### src/rtl/int_dispatch.sv
// int_dispatch: dispatch stage between rename and int_rs.
//   Takes renamed uops from rename over valid/ready. Each uop is held in a one-entry
//   registered output stage and shown to int_rs with rs1_valid/rs2_valid already resolved.
//   The block owns the physical-register busy table. A producer sets its destination bit
//   when it dispatches, and a CDB broadcast clears it. Same-cycle CDB wakeups are forwarded
//   onto the output so int_rs never misses a broadcast during its push cycle.
// Ports:
//   clk, rst          clock, synchronous active-high reset
//   flush             pipeline flush; drops the held uop and clears the busy table
//   ren_valid/ready   rename handshake; ren_uop carries the packed uop (layout below)
//   rs_valid/ready    int_rs handshake; rs_uop carries the held uop with operand valids
//   cdb_valid         one bit per CDB port
//   cdb_rd_phy        port k destination at [k*PRF_IDX +: PRF_IDX]
// Packed uop layout (MSB first): pc[31:0], fu_opcode[3:0], op1_sel[1:0], op2_sel[1:0],
//   rd_phy, rd_arch[4:0], rs1_phy, rs2_phy, imm[31:0], rob_id, rs1_valid, rs2_valid.
//   The rs1_valid/rs2_valid bits of ren_uop are ignored.
module int_dispatch #(
  parameter  int PRF_DEPTH = 64,
  parameter  int CDB_WIDTH = 2,
  parameter  int ROB_IDX   = 5,
  localparam int PRF_IDX   = $clog2(PRF_DEPTH),
  localparam int UOP_W     = 32 + 4 + 2 + 2 + PRF_IDX + 5 + PRF_IDX + PRF_IDX + 32 + ROB_IDX + 2
) (
  input  logic                         clk,
  input  logic                         rst,
  input  logic                         flush,
  input  logic                         ren_valid,
  output logic                         ren_ready,
  input  logic [UOP_W-1:0]             ren_uop,
  output logic                         rs_valid,
  input  logic                         rs_ready,
  output logic [UOP_W-1:0]             rs_uop,
  input  logic [CDB_WIDTH-1:0]         cdb_valid,
  input  logic [CDB_WIDTH*PRF_IDX-1:0] cdb_rd_phy
);

  typedef enum logic [1:0] {
    OP1_RS1  = 2'd0,
    OP1_PC   = 2'd1,
    OP1_ZERO = 2'd2
  } op1_sel_e;

  typedef enum logic [1:0] {
    OP2_RS2  = 2'd0,
    OP2_IMM  = 2'd1,
    OP2_ZERO = 2'd2
  } op2_sel_e;

  typedef struct packed {
    logic [31:0]        pc;
    logic [3:0]         fu_opcode;
    op1_sel_e           op1_sel;
    op2_sel_e           op2_sel;
    logic [PRF_IDX-1:0] rd_phy;
    logic [4:0]         rd_arch;
    logic [PRF_IDX-1:0] rs1_phy;
    logic [PRF_IDX-1:0] rs2_phy;
    logic [31:0]        imm;
    logic [ROB_IDX-1:0] rob_id;
    logic               rs1_valid;
    logic               rs2_valid;
  } uop_t;

  uop_t                 in_uop;
  uop_t                 out_uop;
  uop_t                 held_q, held_d;
  logic                 out_valid_q, out_valid_d;
  logic [PRF_DEPTH-1:0] busy_q, busy_d;
  logic                 accept;
  logic                 handoff;
  logic                 in_rs1_hit, in_rs2_hit;
  logic                 held_rs1_hit, held_rs2_hit;

  function automatic logic cdb_hit(
    input logic [PRF_IDX-1:0]           phy,
    input logic [CDB_WIDTH-1:0]         v,
    input logic [CDB_WIDTH*PRF_IDX-1:0] rd
  );
    logic hit;
    hit = 1'b0;
    for (int unsigned k = 0; k < CDB_WIDTH; k++) begin
      if (v[k] && (rd[k*PRF_IDX +: PRF_IDX] == phy)) hit = 1'b1;
    end
    return hit;
  endfunction

  always_comb begin
    in_uop       = uop_t'(ren_uop);
    ren_ready    = !flush && (!out_valid_q || rs_ready);
    accept       = ren_valid && ren_ready;
    handoff      = out_valid_q && rs_ready;

    in_rs1_hit   = cdb_hit(in_uop.rs1_phy, cdb_valid, cdb_rd_phy);
    in_rs2_hit   = cdb_hit(in_uop.rs2_phy, cdb_valid, cdb_rd_phy);
    held_rs1_hit = cdb_hit(held_q.rs1_phy, cdb_valid, cdb_rd_phy);
    held_rs2_hit = cdb_hit(held_q.rs2_phy, cdb_valid, cdb_rd_phy);

    // The held valid bits plus any wakeup broadcast in this same cycle.
    out_uop           = held_q;
    out_uop.rs1_valid = held_q.rs1_valid || (out_valid_q && held_rs1_hit);
    out_uop.rs2_valid = held_q.rs2_valid || (out_valid_q && held_rs2_hit);

    rs_valid = out_valid_q;
    rs_uop   = out_uop;

    out_valid_d = out_valid_q;
    held_d      = held_q;
    busy_d      = busy_q;

    if (flush) begin
      out_valid_d = 1'b0;
      busy_d      = '0;
    end else begin
      if (accept) begin
        out_valid_d      = 1'b1;
        held_d           = in_uop;
        // busy_q is the value before this uop's own rd is set, so rd == rs sees the old bit.
        held_d.rs1_valid = (in_uop.op1_sel != OP1_RS1) || !busy_q[in_uop.rs1_phy] || in_rs1_hit;
        held_d.rs2_valid = (in_uop.op2_sel != OP2_RS2) || !busy_q[in_uop.rs2_phy] || in_rs2_hit;
      end else if (handoff) begin
        out_valid_d = 1'b0;
      end else if (out_valid_q) begin
        held_d.rs1_valid = out_uop.rs1_valid;
        held_d.rs2_valid = out_uop.rs2_valid;
      end

      for (int unsigned k = 0; k < CDB_WIDTH; k++) begin
        if (cdb_valid[k]) busy_d[cdb_rd_phy[k*PRF_IDX +: PRF_IDX]] = 1'b0;
      end
      // The set is applied after the clears so that it wins. x0 is never marked busy.
      if (accept && (in_uop.rd_arch != 5'd0) && (in_uop.rd_phy != '0)) begin
        busy_d[in_uop.rd_phy] = 1'b1;
      end
    end
  end

  always_ff @(posedge clk) begin
    if (rst) begin
      out_valid_q <= 1'b0;
      held_q      <= '0;
      busy_q      <= '0;
    end else begin
      out_valid_q <= out_valid_d;
      held_q      <= held_d;
      busy_q      <= busy_d;
    end
  end

endmodule
### config.mk
export PLATFORM = sky130hd
export DESIGN_NAME = int_dispatch
export DESIGN_NICKNAME = d
export VERILOG_FILES = /design/src/rtl/int_dispatch.sv
export SDC_FILE = /design/constraint.sdc
export NUM_CORES = 1
export LEC_CHECK = 0
export CORE_MARGIN = 3
export CORE_UTILIZATION = 55
export CTS_BUF_LIST = sky130_fd_sc_hd__clkbuf_2 sky130_fd_sc_hd__clkbuf_4 sky130_fd_sc_hd__clkbuf_8
export DETAILED_ROUTE_END_ITERATION = 7
export PLACE_DENSITY_LB_ADDON = 0.08
export SLEW_MARGIN = 20
export SYNTH_ARGS = -nofsm -noshare
export SYNTH_HDL_FRONTEND = slang
export SYNTH_SLANG_ARGS = --single-unit
### constraint.sdc
create_clock -name clk -period 5.2 [get_ports clk]
set_clock_uncertainty 0.1 [all_clocks]
set_input_delay 0.52 -clock clk [delete_from_list [all_inputs] [get_ports clk]]
set_output_delay 0.52 -clock clk [all_outputs]
set_load 0.02 [all_outputs]
==> results of run 1 <==
area by class of cell:
class | count | area (um^2)
clock buffers | 20 | 275
clock inverters | 12 | 105
fillers | 1293 | 4610
inverters | 2 | 7.51
multi-input cells | 729 | 4600
flip-flops and latches | 167 | 3340
well taps | 211 | 264
repair buffers | 236 | 2340
cell usage in the layout, fill, tap and decap left out, types with 3 or more instances in the layout:
cell type        Yosys  final
nand2_1            220    220
clkdlybuf4s50_1      0    220
dfxtp_1            167    167
a22oi_1            119    119
a21oi_1            107    107
nor2_1              83     83
xnor2_1             36     36
mux4_2              27     27
clkbuf_8             0     20
mux2i_1             15     15
nand2b_1            14     14
buf_4              100     14
xor2_1              12     12
nand4_1             10     10
nor3_1              13     10
nor3b_1              9      7
nor4_1               9      7
nand3_1              7      6
and3b_1              6      6
inv_6                0      6
and3_1               5      4
o211ai_1             4      4
or3_1                4      4
nor2b_1              3      3
nor3_2               0      3
mux4_1               3      3
per-stage QoR:
step                hold slack [ns]  power, W  cell area, um^2   util  std cells
finish                        0.356   0.00273            10900  0.703       1377
global route                  0.373   0.00283            10900  0.703       1377
CTS                           0.358   0.00274            10900  0.701       1376
detailed placement            0.346   0.00185            10500  0.676       1344
global placement              0.341   0.00184            10500  0.676       1344
floorplan                     0.331   0.00166             8950      -       1077
worst min-delay path, cell delays in order (launching register included):
cell	delay [ns]
dfxtp_1	0.32
nand2_1	0.05
a21oi_1	0.05
registers in the layout (all words and copies together) (netlist names):
name and count:
rs_uop 100, held_q 2, rs_valid 1, busy_q 64
worst max path at each step:
stage	from	end	slack (ns)	depth (start not counted)
CTS	cdb_rd_phy[4]	rs_uop[1]	1.89	6
floorplan	ren_uop[45]	held_q[1]	2.49	6
global route	cdb_rd_phy[5]	rs_uop[0]	1.78	6
detailed placement	ren_uop[47]	held_q[1]	1.61	6
finish	cdb_rd_phy[4]	rs_uop[1]	1.81	6
global placement	ren_uop[47]	held_q[1]	1.63	6
where the power goes:
part           leakage [nW]  switching (W)  internal, W  total, W
clock network         0.195       0.000512     0.000385  0.000897
registers              1.36      0.0000226      0.00132   0.00134
logic                  2.06       0.000268     0.000222  0.000490
routing by layer:
layer  vias to the layer above  GRT usage
li1                       3836          -
met1                      3858      0.373
met2                       507      0.468
met3                        79     0.0865
met4                         0      0.117
met5                         -          0
cells by family after synthesis:
group / count (synthesis) / share of synthesized area
AND/OR/NAND/NOR: 388 / 0.187
AO/OA/AOI/OAI: 247 / 0.178
buffers and inverters: 181 / 0.119
flip-flops: 167 / 0.374
XOR/XNOR: 48 / 0.0470
multiplexers: 46 / 0.0948
==> metrics.cfg, run 1 <==
[floorplanning]
die_h_um = 134
rows = 45
start_util = 0.576
dieArea_um2 = 17800
core_area_um2 = 15500
io_pins = 225
die_w_um = 134

[critical_path]
critPathMaxFanout = 12
reg2reg_depth = 5
cp_top_family = buffers and inverters
crit_arrival_ns = 2.77
crit_chain = clkdlybuf4s50_1 -> xnor2_1 -> nand4_1 -> o22ai_1 -> a21o_1 -> clkdlybuf4s50_1
worst-setup-path-type = input pin to output pin
required_ns = 4.58
cpPeakStageDelay_ns = 0.94
cp_num_buf_inv = 2
r2r_setup_slack_ns = 2.55
worst_setup_path_start_kind = input pin
critPathCaptureType = output pin
crit_slowest_cell = clkdlybuf4s50_1
crit_top_cell = clkdlybuf4s50_1
r2r-end = busy_q[32]
r2r_start = rs_valid

[grt]
grt_pass1_wl_mm = 41.7
grt_max_degree = 100
grt_pass1_vias = 7690
grt_overflow = 0
grtUsageTotal = 0.293
antenna_found_initial = 0

[power_and_ir_drop]
p_per_area_nw_per_um2 = 249
max-vdd-ir-drop_v = 0.000148
leakage_nw = 3.61

[yosys]
synth_top_cell_by_area = dfxtp_1
netlist_area_um2 = 8950
synth_edf_count = 0
synth_flop_cell = dfxtp_1
synth_area_leaders = dfxtp_1 37%, a22oi_1 10%, nand2_1 9.2%
synth-seq-cells = 167
synth_commonest_cells = 220 x nand2_1, 167 x dfxtp_1, 119 x a22oi_1
yosysMostFrequentCell = nand2_1
ys_seq_area_frac = 0.374
syn_avg_cell_area_um2 = 8.31
yosysWarningCount = 0
synth_top_cell_area_share = 0.374
synth_cells = 1077
synth_nets = 1198
async_reset_ff_frac = 0
synth.distinct_cells = 43

[detailed_routing]
wl_met2_mm = 12.7
routed_via_density = 6.01
top_layer = met4
routedWlPerCell_um = 19.7
first_pass_iters = 8
drt-total-wl_mm = 27.1
drcViolationCount = 0
drt_iter0_drc = 853
dr_wl_met3_mm = 3.11
wl_met1_mm = 10.5
vias = 8280
ant_nets = 0

[clock_tree]
cts.repair.resized = 0
path_clk_slew_ns = 0.10
tritoncts = yes
cts_root_buf = clkbuf_8
htree_levels = 4
clock_latency_ns = 0.47
cts_setup_buffers = 0
cts_buffers = 17
clock_sinks = 167
clock_path_buffers = 2
hold_buffers = 0

[final_layout]
layout.nets = 1274
layout-drive-gt1-share = 0.0738
diodes = 0
area_growth_pct = 22.2

[worst_hold_path]
min_path_type = register to register
min_from = rs_uop[20]
min_to = rs_uop[20]
min_path_cells = 2

[placement]
io_buffers = 222
gp_congestion = 0.915
hpwl_mm = 18.9
dp_slack_ns = 1.61

[sta]
max_freq_mhz = 295
rsz0062_at_grt = no
hold_viol_final = 0
final_max_slew_viol_count = 0
max_slew_margin = 0.172
tns_ns = 0
setup_violations = 0
fin_crit_sh = 0.653
worst_pin_slew_ns = 1.24
worst_slack_ns = 1.81
min_period_ns = 3.39

[run]
maxCapViolations = 0

[outcome]
outcome = finished clean

Note: power is estimated with default switching activity, not from simulation.
==> run 2, diff against run 1 <==
--- a/config.mk
+++ b/config.mk
@@ -6,7 +6,7 @@
 export NUM_CORES = 1
 export LEC_CHECK = 0
 export CORE_MARGIN = 3
-export CORE_UTILIZATION = 55
+export CORE_UTILIZATION = 51
 export CTS_BUF_LIST = sky130_fd_sc_hd__clkbuf_2 sky130_fd_sc_hd__clkbuf_4 sky130_fd_sc_hd__clkbuf_8
 export DETAILED_ROUTE_END_ITERATION = 7
 export PLACE_DENSITY_LB_ADDON = 0.08
==> constraint.sdc (replaced) <==
create_clock -name clk -period 3.3 [get_ports clk]
set_clock_uncertainty 0.1 [all_clocks]
set_input_delay 0.33 -clock clk [delete_from_list [all_inputs] [get_ports clk]]
set_output_delay 0.33 -clock clk [all_outputs]
set_load 0.02 [all_outputs]
==> metrics.cfg, run 2 (synthesis results as in run 1) <==
[run]
maxCapViolations = 0

[clock_tree]
htree_levels = 4
cts_buffers = 17
clock_sinks = 167
cts_root_buf = clkbuf_8
tritoncts = yes
hold_buffers = 0
cts_setup_buffers = 0
clock_latency_ns = 0.48
cts.repair.resized = 0
clock_path_buffers = 2
path_clk_slew_ns = 0.09

[critical_path]
required_ns = 2.87
reg2reg_depth = 5
r2r-end = held_q[1]
crit_slowest_cell = clkdlybuf4s50_1
worst_setup_path_start_kind = input pin
r2r_start = busy_q[57]
critPathCaptureType = output pin
crit_arrival_ns = 2.41
cp_num_buf_inv = 2
r2r_setup_slack_ns = 1.05
worst-setup-path-type = input pin to output pin
crit_chain = clkdlybuf4s50_1 -> xnor2_1 -> nand4_1 -> o22ai_1 -> a21o_1 -> clkdlybuf4s50_1
cpPeakStageDelay_ns = 0.67
critPathMaxFanout = 10
crit_top_cell = clkdlybuf4s50_1
cp_top_family = buffers and inverters

[power_and_ir_drop]
leakage_nw = 3.83
power.total_w = 0.00469
p_per_area_nw_per_um2 = 416
max-vdd-ir-drop_v = 0.000237

[sta]
min_period_ns = 2.84
max_freq_mhz = 352
rsz0062_at_grt = no
max_slew_margin = 0.395
setup_violations = 0
final_max_slew_viol_count = 0
worst_pin_slew_ns = 0.904
fin_crit_sh = 0.860
hold_viol_final = 0
tns_ns = 0

[grt]
grt_overflow = 0
grt_pass1_vias = 7684
antenna_found_initial = 0
grtUsageTotal = 0.283
grt_max_degree = 65
grt_pass1_wl_mm = 43.4

[detailed_routing]
drt_iter0_drc = 757
vias = 8255
ant_nets = 0
first_pass_iters = 6
routedWlPerCell_um = 19.8
drt-total-wl_mm = 28.2
drcViolationCount = 0
routed_via_density = 5.81

[placement]
io_buffers = 222
gp_congestion = 0.994
hpwl_mm = 20.1
placed_area_um2 = 10800

[final_layout]
final-seq-area_um2 = 3340
final_common_cell = clkdlybuf4s50_1
diodes = 0
fillers = 1487
area_growth_pct = 26.2
final_cell_mix = 221 x clkdlybuf4s50_1, 220 x nand2_1, 167 x dfxtp_1, 119 x a22oi_1, 107 x a21oi_1
multi_input_area_um2 = 4560
largest_reg_flops = 100
stdcell_area_um2 = 11300
layout-drive-gt1-share = 0.0949
layout.nets = 1309
utilization = 0.669

[floorplanning]
die_h_um = 138
core_area_um2 = 16900
start_util = 0.530
rows = 47
dieArea_um2 = 19200
io_pins = 225
die_w_um = 138

[worst_hold_path]
min_from = rst
min_to = rs_uop[35]
min_path_type = input pin to register
min_path_cells = 2

[outcome]
outcome = finished clean

==> run 2: changes by cell type in the layout (fill, tap and decap cells not counted), sizes merged <==
cell           before  now
bufinv              0    5
inv                10    6
buf                16   50
clkdlybuf4s50     220  221
clkinv              3    2
==> run 2: worst reg2reg max path, stage by stage, from the launching register on <==
cell,delay (ns)
dfxtp_1,0.34
mux4_1,0.49
mux2_2,0.27
and3_1,0.17
or4_1,0.54
a311oi_1,0.25
==> run 2: metal layers <==
| metal | routed length, um | vias to the layer above | global-route usage |
|---|---|---|---|
| met4 | 843 | 0 | 0.113 |
| met3 | 2860 | 68 | 0.0708 |
| met1 | 11500 | 3818 | 0.372 |
| met2 | 13000 | 463 | 0.449 |
| met5 | 0 | - | 0 |
| li1 | - | 3906 | - |
==> run 2: cell type report <==
type	count	share of cell area
inverters	2	0.000665
clock inverters	12	0.0188
well taps	220	0.0244
multi-input cells	729	0.404
clock buffers	20	0.0244
flip-flops and latches	167	0.296
repair buffers	271	0.231
==> run 2: worst max-delay path by stage <==
stage	cells after the start	end	startpoint	slack, ns
6_report	6	rs_uop[1]	cdb_rd_phy[1]	0.46
5_1_grt	6	rs_uop[1]	cdb_rd_phy[1]	0.36
4_1_cts	6	rs_uop[1]	cdb_rd_phy[1]	0.51
3_5_place_dp	6	held_q[1]	ren_uop[48]	0.37
3_3_place_gp	6	held_q[1]	ren_uop[48]	0.37
2_1_floorplan	6	held_q[1]	ren_uop[45]	0.78
==> run 2: where the power goes <==
| part | total (W) | switching [W] | internal, W |
|---|---|---|---|
| Sequential | 0.00211 | 0.0000358 | 0.00207 |
| Combinational | 0.000799 | 0.000430 | 0.000369 |
| Clock | 0.00178 | 0.000806 | 0.000977 |
==> run 2: stage by stage <==
| step | setup slack (ns) | instances | hold slack (ns) |
|---|---|---|---|
| 2_1_floorplan | 0.779 | 1077 | 0.331 |
| 3_3_place_gp | 0.367 | 1389 | 0.341 |
| 3_5_place_dp | 0.370 | 1389 | 0.346 |
| 4_1_cts | 0.511 | 1421 | 0.242 |
| 5_1_grt | 0.363 | 1421 | 0.271 |
| 6_report | 0.463 | 1421 | 0.244 |
==> run 3, diff against run 2 <==
--- a/config.mk
+++ b/config.mk
@@ -5,11 +5,13 @@
 export SDC_FILE = /design/constraint.sdc
 export NUM_CORES = 1
 export LEC_CHECK = 0
+export CAP_MARGIN = 20
 export CORE_MARGIN = 3
 export CORE_UTILIZATION = 51
 export CTS_BUF_LIST = sky130_fd_sc_hd__clkbuf_2 sky130_fd_sc_hd__clkbuf_4 sky130_fd_sc_hd__clkbuf_8
 export DETAILED_ROUTE_END_ITERATION = 7
 export PLACE_DENSITY_LB_ADDON = 0.08
+export SKIP_CTS_REPAIR_TIMING = 1
 export SLEW_MARGIN = 20
 export SYNTH_ARGS = -nofsm -noshare
 export SYNTH_HDL_FRONTEND = slang
==> results of run 3 <==
No change in the layout: final DEF, timing and power equal those of run 2.
